$ cat src/rtl/serial_eq_cmp.sv
// -----------------------------------------------------------------------------
// serial_eq_cmp
//
// Bit-serial equality comparator. Two WIDTH-bit operand frames arrive one bit
// pair per accepted cycle, LSB first. At the end of the frame the block reports
// overall equality, the index of the first differing bit and the number of
// differing bit pairs. All outputs are registered.
//
// Parameters:
//   WIDTH        frame length in bits (2..256)
//
// Ports:
//   clk          input   rising-edge clock
//   rst_n        input   asynchronous active-low reset
//   start        input   request a new frame; accepted only in IDLE or DONE
//   bit_valid    input   a_bit/b_bit carry a valid pair this cycle (RUN only)
//   a_bit        input   operand A serial bit, LSB first
//   b_bit        input   operand B serial bit, LSB first
//   busy         output  high while a frame is being collected
//   done         output  one-cycle pulse when results are valid
//   eq           output  1 when all WIDTH pairs matched
//   first_diff   output  index of the first mismatching bit (0 when eq=1)
//   mismatch_cnt output  number of mismatching bit pairs
// -----------------------------------------------------------------------------
module serial_eq_cmp #(
    parameter int unsigned WIDTH = 8
) (
    input  logic                       clk,
    input  logic                       rst_n,
    input  logic                       start,
    input  logic                       bit_valid,
    input  logic                       a_bit,
    input  logic                       b_bit,
    output logic                       busy,
    output logic                       done,
    output logic                       eq,
    output logic [$clog2(WIDTH)-1:0]   first_diff,
    output logic [$clog2(WIDTH+1)-1:0] mismatch_cnt
);

    localparam int unsigned IdxW = $clog2(WIDTH);
    localparam int unsigned CntW = $clog2(WIDTH + 1);
    localparam logic [IdxW-1:0] LastIdx = IdxW'(WIDTH - 1);

    typedef enum logic [1:0] {
        StIdle,
        StRun,
        StDone
    } state_e;

    state_e          state;
    logic [IdxW-1:0] bit_idx;
    logic            mismatch;

    // XNOR match; a mismatch is simply the XOR of the pair.
    assign mismatch = a_bit ^ b_bit;

    always_ff @(posedge clk or negedge rst_n) begin
        if (!rst_n) begin
            state        <= StIdle;
            busy         <= 1'b0;
            done         <= 1'b0;
            eq           <= 1'b0;
            first_diff   <= '0;
            mismatch_cnt <= '0;
            bit_idx      <= '0;
        end else begin
            unique case (state)
                StIdle: begin
                    done <= 1'b0;
                    busy <= 1'b0;
                    if (start) begin
                        state        <= StRun;
                        busy         <= 1'b1;
                        eq           <= 1'b1;
                        first_diff   <= '0;
                        mismatch_cnt <= '0;
                        bit_idx      <= '0;
                    end
                end

                StRun: begin
                    // start is ignored here; bit_valid=0 simply holds everything.
                    if (bit_valid) begin
                        if (mismatch) begin
                            mismatch_cnt <= mismatch_cnt + CntW'(1);
                            // eq still high means no earlier mismatch this frame.
                            if (eq) begin
                                first_diff <= bit_idx;
                                eq         <= 1'b0;
                            end
                        end
                        if (bit_idx == LastIdx) begin
                            state <= StDone;
                            done  <= 1'b1;
                            busy  <= 1'b0;
                        end else begin
                            bit_idx <= bit_idx + IdxW'(1);
                        end
                    end
                end

                StDone: begin
                    done <= 1'b0;
                    if (start) begin
                        // Back-to-back frame: skip IDLE, clear results now.
                        state        <= StRun;
                        busy         <= 1'b1;
                        eq           <= 1'b1;
                        first_diff   <= '0;
                        mismatch_cnt <= '0;
                        bit_idx      <= '0;
                    end else begin
                        state <= StIdle;
                    end
                end

                default: begin
                    state <= StIdle;
                    busy  <= 1'b0;
                    done  <= 1'b0;
                end
            endcase
        end
    end

endmodule
$ cat config.mk
export PLATFORM = sky130hd
export DESIGN_NAME = serial_eq_cmp
export DESIGN_NICKNAME = d
export VERILOG_FILES = /design/src/rtl/serial_eq_cmp.sv
export SDC_FILE = /design/constraint.sdc
export NUM_CORES = 1
export LEC_CHECK = 0
export BUFFER_PORTS_ARGS = -buffer_cell sky130_fd_sc_hd__buf_2
export CAP_MARGIN = 20
export CORE_UTILIZATION = 40
export DETAILED_ROUTE_END_ITERATION = 8
export GPL_ROUTABILITY_DRIVEN = 0
export GPL_TIMING_DRIVEN = 0
export PLACE_DENSITY = 0.57
export SLEW_MARGIN = 5
export SYNTH_ARGS = -nofsm -noshare
export SYNTH_HDL_FRONTEND = slang
export SYNTH_SLANG_ARGS = --single-unit
$ cat constraint.sdc
create_clock -name clk -period 1.5 [get_ports clk]
set_input_delay 0.3 -clock clk [delete_from_list [all_inputs] [get_ports clk]]
set_output_delay 0.3 -clock clk [all_outputs]
set_load 0.02 [all_outputs]
==> summary.md <==
| Metric | Value |
|---|---|
| Status | completed |
| Pin count of the biggest net entering global routing | 16 |
| Worst-path clk slew | roughly 0.10 ns |
| EDFF count, synth | 0 |
| Setup violators final | 0 |
| Via count | 634 |
| Sequential area share after synthesis | 0.493 |
| Clock H-tree levels | 1 |
| Final Cycle Share | 0.951 |
| Ys async rst share | 1.00 |
| Most common cell after layout, fill and taps aside | buf_2 |
| Synthesized area per cell | 10.4 um^2 |
| Total of max-cap violations | 0 |
| Height of the die | 45.6 um |
| DRT Wirelength | ~1.5 mm |
| First-pass GRT wire length | 2.37 mm |
| CTS tree | built |
| Synth Area in Adders | 0.0493 |
| Required @ worst endpoint | around 1.7 ns |
| Vias per cell | 5.37 |
| Site row count | 15 |
| Crit path DAT | ~1.6 ns |
| Mapped cell area | 762 um^2 |
| Grt total ovfl | 0 |
| Slowest cell on the critical path | dfrtp_2 |
| Final max-slew violation count | 0 |
| Fin crit period | 1.43 ns |
| Final Power | 1760 uW |
| Crit path max fanout | 7 |
| Max Clock Freq | 0.701 GHz |
| Setup Fix Bufs, Post-CTS | 0 |
| Layout cells sized above 1 | 0.258 |
| Post-Synthesis Net Count | between 80 and 90 |
| Slew HR | 0.722 |
| Worst-path cell chain | nand3b_1, o311a_1, a211o_1 |
| Mux share of post-synthesis cell area | 0.0394 |
| Layout area overhead | 19.9% |
| Synth Area in Compound Gates | 0.187 |
| Max VDD drop | 0.000835 V |
| Die area | 0.00208 mm^2 |
| Synth Instances | 73 |
| Worst slew pin tran | 0.415 ns |
| CP Capture Type | flop |
| Drt first pass iters | 4 |
| Core area | 0.00176 mm^2 |
| Post-Synth Simple-Gate Area | 0.161 |
| Crit path launch type | flop |
| GRT Overall Usage | 0.163 |
| RSZ-0062 raised after global routing | no |
| Buffers on Ports | 15 |
| R2r worst-path depth | 3 |
| Setup_tns | 0 ns |
| Fin Hold WS | 0.349 ns |
| DP Area | 868 um^2 |
| # nets final | ~100 |
| Clk_lat worst skew | 0.28 ns |
| Most frequent cells in the layout | 17 x buf_2, 14 x dfrtp_1, 7 x nand2_1 |
| Synth cell types | 23 |
| Post-DP HPWL | 1.10 mm |
| Final instance area | 913 um^2 |
| Initial antenna violation count | 0 |
| Cell Pwr Density | 1930 mW/mm^2 |
| Die Wd | 45.6 um |
| CP Class | flop to flop |
| XOR/XNOR share of the synthesized area | 0.0328 |
| CTS Sinks | 15 |
| Skew final | 0.00348 ns |
| Diodes inserted | 0 |
| Starting Density | 0.432 |
| Initial DRC count | 17 |
| Pleak | 0.000456 uW |
| Final hold viol count | 0 |
| DRC Markers | 0 |
| Ys flop type | dfrtp_1 |
| Hold crit path type | input pin to flop |
| CTS max path bufs | 2 |
| Num CTS Buffers | 3 |
| Seq cells post-synth | 15 |
| Vias in the first global route | 541 |
| Filler cells | approximately 190 |
| Max incr delay on CP | around 0.46 ns |
| I/O Pins | 16 |
| Root Driver | clkbuf_4 |
| Hold Crit Depth | 3 |
| Post-detailed-route count of antenna-violating nets | 0 |
| Syn. warnings | 0 |
| Largest family of logic cells by synthesized area | compound AO/OA/AOI/OAI gates |
| WL/cell | 12.8 um |
==> Yosys cell counts (2+ instances only) <==
master,number,area share
nor4_1,2,0.016
dfrtp_1,15,0.49
o21ai_0,5,0.033
a21oi_1,3,0.020
inv_1,5,0.025
o311a_1,2,0.026
a211o_1,2,0.023
nand2_1,7,0.034
buf_2,2,0.013
nand2b_1,3,0.025
nor2b_1,2,0.016
mux2i_1,3,0.039
nand3_1,4,0.026
ha_1,3,0.049
nor2_1,2,0.0099
o221ai_1,5,0.057
a21o_1,2,0.020
==> sequential cells by signal, summed over array words and instances (netlist names) <==
name,count
first_diff,3
eq,1
mismatch_cnt,4
busy,1
done,1
bit_idx,3
state,2
==> area by class of cell <==
type                    instances  area, um^2  area share
flip-flops and latches         15         377       0.412
multi-input cells              51         364       0.399
repair buffers                 16        85.1      0.0932
well taps                      25        31.3      0.0342
clock buffers                   3        22.5      0.0247
inverters                       5        18.8      0.0205
plain buffers                   2        10.0      0.0110
clock inverters                 1        5.00     0.00548
==> cells by family (layout without fill, tap and decap cells) <==
logic type | Yosys count | in the layout
AO/OA/AOI/OAI | 20 | 20
XOR/XNOR | 2 | 2
multiplexers | 3 | 3
buffers and inverters | 7 | 27
AND/OR/NAND/NOR | 23 | 23
flip-flops | 15 | 15
adder cells (fa/ha/maj) | 3 | 3
==> report_power, final <==
group | switching (uW) | total [uW] | leakage, uW | internal (uW)
clock network | 134 | 233 | 0.0000177 | 98.8
logic | 492 | 833 | 0.000252 | 341
registers | 121 | 699 | 0.000186 | 578
total | 747 | 1760 | 0.000456 | 1020
==> worst max-delay path, delay by kind of cell, from the launching register on <==
kind / cells / cell delay [ns]
flip-flops: 1 / 0.46
AO/OA/AOI/OAI: 2 / 0.62
AND/OR/NAND/NOR: 1 / 0.25
==> worst paths after layout <==
kind	start	to	slack (ns)
setup reg to reg	state[1]	mismatch_cnt[3]	0.07
hold / removal	start	busy	0.35
hold reg to reg	done	done	0.51
max in group asynchronous	rst_n	state[1]	0.77
setup / recovery	state[1]	mismatch_cnt[3]	0.07
min in group asynchronous	rst_n	first_diff[1]	0.45
==> per-stage QoR <==
step           setup WS [ns]  std cells  utilization
3_3_place_gp          0.0755        113        0.492
3_5_place_dp          0.0773        113        0.492
4_1_cts               0.0563        118        0.513
6_report              0.0742        118        0.518
5_1_grt               0.0174        118        0.518
2_1_floorplan          0.137         73            -
==> metal layers <==
layer | vias up | part of all wire | global-route usage
met4 | 0 | 0.0086 | 0.0909
met2 | 12 | 0.50 | 0.251
met5 | - | 0 | 0
li1 | 312 | - | -
met3 | 2 | 0.036 | 0.0238
met1 | 308 | 0.45 | 0.219
==> what timing repair did <==
action | in CTS | in global routing
hold buffers | 1 | 0
hold endpoints to repair | 15 | 0
resized for setup | 0 | 2
setup endpoints to repair | 0 | 2
Note: power is estimated with default switching activity, not from simulation.
